## config.mk

```make
export PLATFORM = sky130hd
export DESIGN_NAME = ps2_scan_decoder_flat
export DESIGN_NICKNAME = d
export VERILOG_FILES = /design/src/rtl/ps2_pkg.sv /design/src/rtl/ps2_scan_decoder_if.sv /design/src/rtl/ps2_event_fifo.sv /design/src/rtl/ps2_scan_decoder.sv /design/src/flat_wrapper.sv
export SDC_FILE = /design/constraint.sdc
export NUM_CORES = 1
export LEC_CHECK = 0
export CAP_MARGIN = 20
export CORE_MARGIN = 2
export CORE_UTILIZATION = 50
export CTS_BUF_LIST = sky130_fd_sc_hd__clkbuf_4 sky130_fd_sc_hd__clkbuf_8
export CTS_CLUSTER_SIZE = 16
export DETAILED_ROUTE_END_ITERATION = 8
export GPL_TIMING_DRIVEN = 0
export PLACE_DENSITY = 0.72
export SLEW_MARGIN = 20
export SYNTH_ARGS = -nofsm -noshare
export SYNTH_HDL_FRONTEND = slang
export SYNTH_SLANG_ARGS = --single-unit
```

## constraint.sdc

```tcl
create_clock -name clk -period 1.9 [get_ports clk]
set_input_delay 0.38 -clock clk [delete_from_list [all_inputs] [get_ports clk]]
set_output_delay 0.38 -clock clk [all_outputs]
set_load 0.02 [all_outputs]
```

## src/rtl/ps2_pkg.sv

```systemverilog
// PS/2 scan decoder shared definitions: frame fields, Set 2 codes,
// decoder states and the 11-bit key event record.
package ps2_pkg;

  localparam int FR_W     = 11;
  localparam int FR_START = 0;
  localparam int FR_D_LSB = 1;
  localparam int FR_D_MSB = 8;
  localparam int FR_PAR   = 9;
  localparam int FR_STOP  = 10;

  localparam logic [7:0] SC_E0     = 8'hE0;
  localparam logic [7:0] SC_F0     = 8'hF0;
  localparam logic [7:0] SC_E1     = 8'hE1;
  localparam logic [7:0] SC_LSHIFT = 8'h12;
  localparam logic [7:0] SC_PAUSE  = 8'h77;

  localparam logic [7:0] RSP_BAT  = 8'hAA;
  localparam logic [7:0] RSP_ACK  = 8'hFA;
  localparam logic [7:0] RSP_ECHO = 8'hEE;
  localparam logic [7:0] RSP_RSND = 8'hFE;
  localparam logic [7:0] RSP_ERR0 = 8'h00;
  localparam logic [7:0] RSP_ERR1 = 8'hFF;

  // bytes that follow E1 in the Pause sequence
  localparam logic [2:0] PAUSE_LEN = 3'd7;

  typedef enum logic [2:0] {
    IDLE,
    GOT_E0,
    GOT_F0,
    GOT_E0F0,
    PAUSE
  } state_t;

  typedef struct packed {
    logic [7:0] code;
    logic       ext;
    logic       brk;
    logic       pause;
  } ps2_ev_t;

  localparam int EV_W = $bits(ps2_ev_t);

  function automatic logic frame_ok(
    input logic [FR_W-1:0] f
  );
    return !f[FR_START] && f[FR_STOP] &&
           (^f[FR_PAR:FR_D_LSB]);
  endfunction

  function automatic logic is_rsp(
    input logic [7:0] b
  );
    return b inside {RSP_BAT, RSP_ACK,
                     RSP_ECHO, RSP_RSND,
                     RSP_ERR0, RSP_ERR1};
  endfunction

  function automatic ps2_ev_t mk_ev(
    input logic [7:0] code,
    input logic       ext,
    input logic       brk,
    input logic       pause
  );
    ps2_ev_t e;
    e.code  = code;
    e.ext   = ext;
    e.brk   = brk;
    e.pause = pause;
    return e;
  endfunction

endpackage

```

## src/rtl/ps2_scan_decoder_if.sv

```systemverilog
// Key event valid/ready bus: master = decoder, slave = consumer.
// ev_valid/ev_code/ev_ext/ev_break/ev_pause forward, ev_ready back.
interface ps2_scan_decoder_if;
  import ps2_pkg::*;

  logic       ev_valid;
  logic       ev_ready;
  logic [7:0] ev_code;
  logic       ev_ext;
  logic       ev_break;
  logic       ev_pause;

  modport master (
    output ev_valid, ev_code, ev_ext,
    output ev_break, ev_pause,
    input  ev_ready
  );

  modport slave (
    input  ev_valid, ev_code, ev_ext,
    input  ev_break, ev_pause,
    output ev_ready
  );

endinterface

```

## src/rtl/ps2_event_fifo.sv

```systemverilog
// Show-ahead synchronous FIFO. Ports: i_push/i_data write,
// i_pop read, o_data head (0 when empty), o_full, o_empty.
module ps2_event_fifo #(
  parameter int W     = 11,
  parameter int DEPTH = 4
) (
  input  logic         clk,
  input  logic         rst_n,
  input  logic         i_push,
  input  logic [W-1:0] i_data,
  input  logic         i_pop,
  output logic [W-1:0] o_data,
  output logic         o_full,
  output logic         o_empty
);

  localparam int AW = (DEPTH > 1) ? $clog2(DEPTH) : 1;

  logic [W-1:0] r_mem [DEPTH];
  logic [AW-1:0] r_wp;
  logic [AW-1:0] r_rp;
  logic [AW:0]   r_cnt;

  logic w_pop;
  logic w_push;

  assign o_empty = (r_cnt == '0);
  assign o_full  = (r_cnt == (AW+1)'(DEPTH));
  assign w_pop   = i_pop & ~o_empty;
  // a pop frees the slot this cycle, so full+pop still accepts
  assign w_push  = i_push & (~o_full | w_pop);
  assign o_data  = o_empty ? '0 : r_mem[r_rp];

  always_ff @(posedge clk or negedge rst_n) begin
    if (!rst_n) begin
      for (int i = 0; i < DEPTH; i++)
        r_mem[i] <= '0;
      r_wp  <= '0;
      r_rp  <= '0;
      r_cnt <= '0;
    end else begin
      if (w_push) begin
        r_mem[r_wp] <= i_data;
        r_wp        <= r_wp + 1'b1;
      end
      if (w_pop)
        r_rp <= r_rp + 1'b1;
      unique case ({w_push, w_pop})
        2'b10:   r_cnt <= r_cnt + 1'b1;
        2'b01:   r_cnt <= r_cnt - 1'b1;
        default: r_cnt <= r_cnt;
      endcase
    end
  end

endmodule

```

## src/rtl/ps2_scan_decoder.sv

```systemverilog
// PS/2 Set 2 decoder: frame check, prefix FSM, timeout, event FIFO.
// In: frame_valid/frame. Out: ev bus, err_cnt, sticky overflow.
module ps2_scan_decoder
  import ps2_pkg::*;
#(
  parameter int FIFO_DEPTH     = 4,
  parameter int TIMEOUT_CYCLES = 1000000
) (
  input  logic             clk,
  input  logic             rst_n,
  input  logic             frame_valid,
  input  logic [FR_W-1:0]  frame,
  ps2_scan_decoder_if.master ev,
  output logic [7:0]       err_cnt,
  output logic             overflow
);

  localparam int CW = (TIMEOUT_CYCLES > 2) ?
                      $clog2(TIMEOUT_CYCLES) : 1;
  localparam logic [CW-1:0] TO_LAST =
    CW'(TIMEOUT_CYCLES - 1);

  state_t        r_state;
  state_t        w_state_nxt;
  logic [2:0]    r_rem;
  logic [2:0]    w_rem_nxt;
  logic [CW-1:0] r_cnt;
  logic [CW-1:0] w_cnt_nxt;
  logic [7:0]    r_err;
  logic          r_ovf;
  logic          r_push;
  ps2_ev_t       r_ev;

  logic          w_good;
  logic [7:0]    w_byte;
  logic          w_push;
  ps2_ev_t       w_ev;
  logic          w_err;
  logic          w_full;
  logic          w_empty;
  ps2_ev_t       w_head;

  assign w_good = frame_ok(frame);
  assign w_byte = frame[FR_D_MSB:FR_D_LSB];

  always_comb begin
    w_state_nxt = r_state;
    w_rem_nxt   = r_rem;
    w_cnt_nxt   = r_cnt;
    w_push      = 1'b0;
    w_ev        = '0;
    w_err       = 1'b0;
    if (frame_valid) begin
      w_cnt_nxt = '0;
      if (!w_good) begin
        w_err       = 1'b1;
        w_state_nxt = IDLE;
      end else begin
        unique case (r_state)
          IDLE: begin
            unique case (1'b1)
              (w_byte == SC_E0): w_state_nxt = GOT_E0;
              (w_byte == SC_F0): w_state_nxt = GOT_F0;
              (w_byte == SC_E1): begin
                w_state_nxt = PAUSE;
                w_rem_nxt   = PAUSE_LEN;
              end
              is_rsp(w_byte): ;
              default: begin
                w_push = 1'b1;
                w_ev   = mk_ev(w_byte, 1'b0, 1'b0, 1'b0);
              end
            endcase
          end
          GOT_E0: begin
            w_state_nxt = IDLE;
            unique case (1'b1)
              (w_byte == SC_F0): w_state_nxt = GOT_E0F0;
              (w_byte == SC_LSHIFT): ;
              (w_byte == SC_E0 || w_byte == SC_E1):
                w_err = 1'b1;
              default: begin
                w_push = 1'b1;
                w_ev   = mk_ev(w_byte, 1'b1, 1'b0, 1'b0);
              end
            endcase
          end
          GOT_F0: begin
            w_state_nxt = IDLE;
            unique case (1'b1)
              (w_byte inside {SC_E0, SC_F0, SC_E1}):
                w_err = 1'b1;
              default: begin
                w_push = 1'b1;
                w_ev   = mk_ev(w_byte, 1'b0, 1'b1, 1'b0);
              end
            endcase
          end
          GOT_E0F0: begin
            w_state_nxt = IDLE;
            unique case (1'b1)
              (w_byte == SC_LSHIFT): ;
              (w_byte inside {SC_E0, SC_F0, SC_E1}):
                w_err = 1'b1;
              default: begin
                w_push = 1'b1;
                w_ev   = mk_ev(w_byte, 1'b1, 1'b1, 1'b0);
              end
            endcase
          end
          PAUSE: begin
            if (r_rem == 3'd1) begin
              w_state_nxt = IDLE;
              w_rem_nxt   = '0;
              w_push      = 1'b1;
              w_ev        = mk_ev(SC_PAUSE, 1'b0, 1'b0, 1'b1);
            end else begin
              w_rem_nxt = r_rem - 3'd1;
            end
          end
          default: w_state_nxt = IDLE;
        endcase
      end
    end else if (r_state != IDLE) begin
      if (r_cnt == TO_LAST) begin
        w_err       = 1'b1;
        w_state_nxt = IDLE;
      end else begin
        w_cnt_nxt = r_cnt + 1'b1;
      end
    end
    if (w_state_nxt == IDLE)
      w_cnt_nxt = '0;
  end

  always_ff @(posedge clk or negedge rst_n) begin
    if (!rst_n) begin
      r_state <= IDLE;
      r_rem   <= '0;
      r_cnt   <= '0;
      r_err   <= '0;
      r_push  <= 1'b0;
      r_ev    <= '0;
      r_ovf   <= 1'b0;
    end else begin
      r_state <= w_state_nxt;
      r_rem   <= w_rem_nxt;
      r_cnt   <= w_cnt_nxt;
      r_push  <= w_push;
      r_ev    <= w_ev;
      if (w_err && r_err != 8'hFF)
        r_err <= r_err + 8'd1;
      // full with no pop: the FIFO drops the staged event
      if (r_push && w_full && !ev.ev_ready)
        r_ovf <= 1'b1;
    end
  end

  ps2_event_fifo #(
    .W     (EV_W),
    .DEPTH (FIFO_DEPTH)
  ) u_fifo (
    .clk     (clk),
    .rst_n   (rst_n),
    .i_push  (r_push),
    .i_data  (r_ev),
    .i_pop   (ev.ev_ready),
    .o_data  (w_head),
    .o_full  (w_full),
    .o_empty (w_empty)
  );

  assign ev.ev_valid = ~w_empty;
  assign ev.ev_code  = w_head.code;
  assign ev.ev_ext   = w_head.ext;
  assign ev.ev_break = w_head.brk;
  assign ev.ev_pause = w_head.pause;
  assign err_cnt     = r_err;
  assign overflow    = r_ovf;

endmodule

```

## src/flat_wrapper.sv

```systemverilog
// flat-port wrapper written by rule: the top's interface ports become plain ports
module ps2_scan_decoder_flat import ps2_pkg::*;
#(
  parameter int FIFO_DEPTH     = 4,
  parameter int TIMEOUT_CYCLES = 1000000
)
  (clk, rst_n, frame_valid, frame, err_cnt, overflow, ev_ev_valid, ev_ev_code, ev_ev_ext, ev_ev_break, ev_ev_pause, ev_ev_ready);
  ps2_scan_decoder_if ev_i ();
  input  logic clk;
  input  logic rst_n;
  input  logic frame_valid;
  input  logic [FR_W-1:0] frame;
  output logic [7:0] err_cnt;
  output logic overflow;
  output wire logic [$bits(ev_i.ev_valid)-1:0] ev_ev_valid;
  output wire logic [$bits(ev_i.ev_code)-1:0] ev_ev_code;
  output wire logic [$bits(ev_i.ev_ext)-1:0] ev_ev_ext;
  output wire logic [$bits(ev_i.ev_break)-1:0] ev_ev_break;
  output wire logic [$bits(ev_i.ev_pause)-1:0] ev_ev_pause;
  input wire logic [$bits(ev_i.ev_ready)-1:0] ev_ev_ready;
  assign ev_ev_valid = ev_i.ev_valid;
  assign ev_ev_code = ev_i.ev_code;
  assign ev_ev_ext = ev_i.ev_ext;
  assign ev_ev_break = ev_i.ev_break;
  assign ev_ev_pause = ev_i.ev_pause;
  assign ev_i.ev_ready = ev_ev_ready;
  ps2_scan_decoder #(.FIFO_DEPTH(FIFO_DEPTH), .TIMEOUT_CYCLES(TIMEOUT_CYCLES)) u_core (.clk(clk), .rst_n(rst_n), .frame_valid(frame_valid), .frame(frame), .ev(ev_i), .err_cnt(err_cnt), .overflow(overflow));
endmodule
```

==> metrics.txt <==
fin crit period=around 2.1 ns; Hold Startpoint=frame[8]; Final Cell Area=6381 sq um; Seq/Total Area, Yosys=0.4967; Critical Path Start=u_core.u_fifo.r_rp[0]; Setup Skew=0.01375 ns; All-Layer GR Usage=0.2116; Critical Path End Type=output port; initial antenna violation count=0; Setup crit start kind=flip-flop; first-pass GRT wire length=between 15 and 20 mm; Util after Layout=0.6589; worst-margin pin slew=approximately 0.57 ns; H-tree depth=3; Area Overhead vs Synth=29.24%; Fin. Hold Viols=0; # rows=36; Synth area leaders=dfrtp_1 50%, mux2_2 10%, ha_1 5.8%, mux4_2 5.0%, xor2_1 3.9%; crit path max fanout=4; DR vias=roughly 3400; clock-pin slew on the worst setup and hold paths=0.09 ns; max_cap viols=0; violated checks=setup timing; vias in the first global route=3368; HPWL Detailed=6.678 mm; DRT Pass-1 Iters=4; 1st-iter DRT viols=134; WS Path Type=flip-flop to output port; largest net degree at the start of global routing=70; Slew Limit Fails=0; count leader, synth=dfrtp_1; Cell Area, Synth=4937 sq um; FF+latch count, synth=98; # setup viols final=19; Final GP Congestion=0.8421; final antenna diode count=0; Hold Path End=u_core.r_ev[10]; number of flops mapped to enable cells by yosys=0; CTS Buf Count=9; CTS tree=yes; share of the synthesized area in the top cell type=0.4967; PD cells=886.6 nW/um^2; Synth top cells by count=98 x dfrtp_1, 45 x mux2_2, 32 x nor2_1; final wirelength=10.80 mm; initial cell density of the core=0.5098; # nets final=528; VDD IR max=0.6339 mV; critical path required time=1.52 ns; Yosys top cell by area=dfrtp_1; fin worst setup slack=-0.2416 ns; via/cell ratio=5.362; worst-case reg-to-reg path depth=6; flop2flop setup slack=-0.12 ns; RSZ-0062 raised after global routing=yes; core area=9684 sq um; Worst slew margin=0.6190; Overflow after GRT=0; io pins=36; Max Clock Freq=about 0.47 GHz; hold depth=2; P_leak=2.988 nW; Syn Nets=about 450; dpl cell area=5585 sq um; Tcrit/Tclk final=1.127; Cell variety after synth=47; R2R Path End=u_core.err_cnt[1]; ys flop type=dfrtp_1; clk_lat worst skew=0.38 ns; die area=roughly 11000 sq um; IO Port Bufs=35; Die Ht=103.4 um; ys async rst share=1.000; DRC=0; fraction of layout cells with a size suffix above 1=0.4089; Die X=around 100 um; crit path DAT=approximately 1.8 ns; run status=finished with violations; maximum root-to-sink buffer count=2; Antenna Nets Post-Route=0; dpl ws=-1.129 ns; mean post-synth cell area=roughly 12 sq um; Reg2Reg Launch Point=u_core.r_cnt[15]; clock net sink count=98; DR WL/cell=17.22 um; clk root buf=clkbuf_8; hold crit path type=primary input to flip-flop; Mapped Cells=413; synth warn=0
==> metrics by stage <==
stage | total power, W | cells | setup TNS [ns] | hold WS [ns]
after floorplan | 0.003406 | 413 | -2.239 | 0.08441
after global placement | 0.003850 | 581 | -358.62 | 0.4391
after detailed placement | 0.003911 | 582 | -50.11 | 0.2787
after CTS | 0.005627 | 618 | -3.776 | 0.2961
after global routing | 0.005968 | 627 | -4.292 | 0.2977
final | 0.005658 | 627 | -2.642 | 0.3080
==> cell families after synthesis <==
| group | share of synthesized area |
|---|---|
| buffers and inverters | 0.02737 |
| DFF | 0.4967 |
| muxes | 0.1548 |
| adders and majority gates | 0.06234 |
| AOI/OAI and AO/OA | 0.04790 |
| xor gates and xnor gates | 0.06310 |
| and+or+nand+nor | 0.1477 |
==> critical path, cell delays in order, from the launching register on <==
cell,delay (ns)
dfrtp_2,0.45
buf_12,0.13
mux4_2,0.50
and2_4,0.18
buf_6,0.12
==> metal layers <==
layer	wire (um)	GRT usage	vias to the layer above	part of all wire
met3	239	0.03696	16	0.022
met4	201	0.08704	0	0.019
met1	4903	0.2799	1693	0.45
met2	5451	0.3469	52	0.50
li1	-	-	1601	-
met5	0	0	-	0
==> worst max-delay path by stage <==
stage	endpoint	slack, ns
floorplan	u_core.err_cnt[1]	-0.21
global placement	u_core.r_rem[1]	-3.17
detailed placement	u_core.r_ev[2]	-1.13
CTS	ev_ev_code[3]	-0.30
global route	ev_ev_code[3]	-0.29
finish	ev_ev_code[3]	-0.24
==> layout make-up <==
class	instances	area, sq um
multi-input cells	283	2681
inverters	17	81.33
fillers	720	3303
plain buffers	11	155.1
flip-flops and latches	98	2456
clock inverters	6	41.29
repair buffers	69	668.1
clock buffers	10	131.4
well taps	133	166.4
==> cell usage in the layout (no fill, tap or decap), drive strengths merged, types with 2 or more instances in the layout <==
master | netlist | final
a21o | 2 | 2
a21oi | 6 | 6
a22o | 2 | 2
a31oi | 8 | 8
and2 | 16 | 16
and3 | 10 | 10
buf | 8 | 60
clkbuf | 7 | 14
clkdlybuf4s50 | 0 | 13
clkinv | 0 | 4
dfrtp | 98 | 98
ha | 23 | 23
inv | 17 | 19
mux2 | 45 | 45
mux4 | 11 | 11
nand2 | 26 | 26
nand3 | 11 | 11
nand3b | 2 | 2
nand4 | 8 | 8
nor2 | 32 | 32
nor2b | 3 | 3
nor3 | 9 | 9
nor4 | 4 | 4
nor4b | 4 | 4
o21ai | 6 | 6
or2 | 2 | 2
or3 | 3 | 3
xnor2 | 11 | 11
xor2 | 22 | 22
==> registers in the layout, indices dropped and copies added, names as in the netlist, 3 cells and up <==
name	count
u_core.u_fifo.r_mem	44
u_core.r_cnt	20
u_core.r_ev	11
u_core.err_cnt	8
u_core.r_rem	3
u_core.r_state	3
u_core.u_fifo.r_cnt	3
==> what timing repair did <==
item                                    in CTS  in global routing
gates resized for setup                    153                 60
pin swaps                                   26                 24
hold endpoints to repair                    29                  0
endpoints found under the setup margin      67                 92
gates cloned                                 2                  4
hold buffers                                 1                  0
setup buffers                               18                 10
==> where the power goes <==
group          leakage, nW  total (W)  internal (W)  switching [W]
sequential            1.34    0.00252       0.00231       0.000214
clock               0.0942    0.00126      0.000497       0.000763
combinational         1.56    0.00188       0.00103       0.000847
Power figures use the tool's default switching activity.
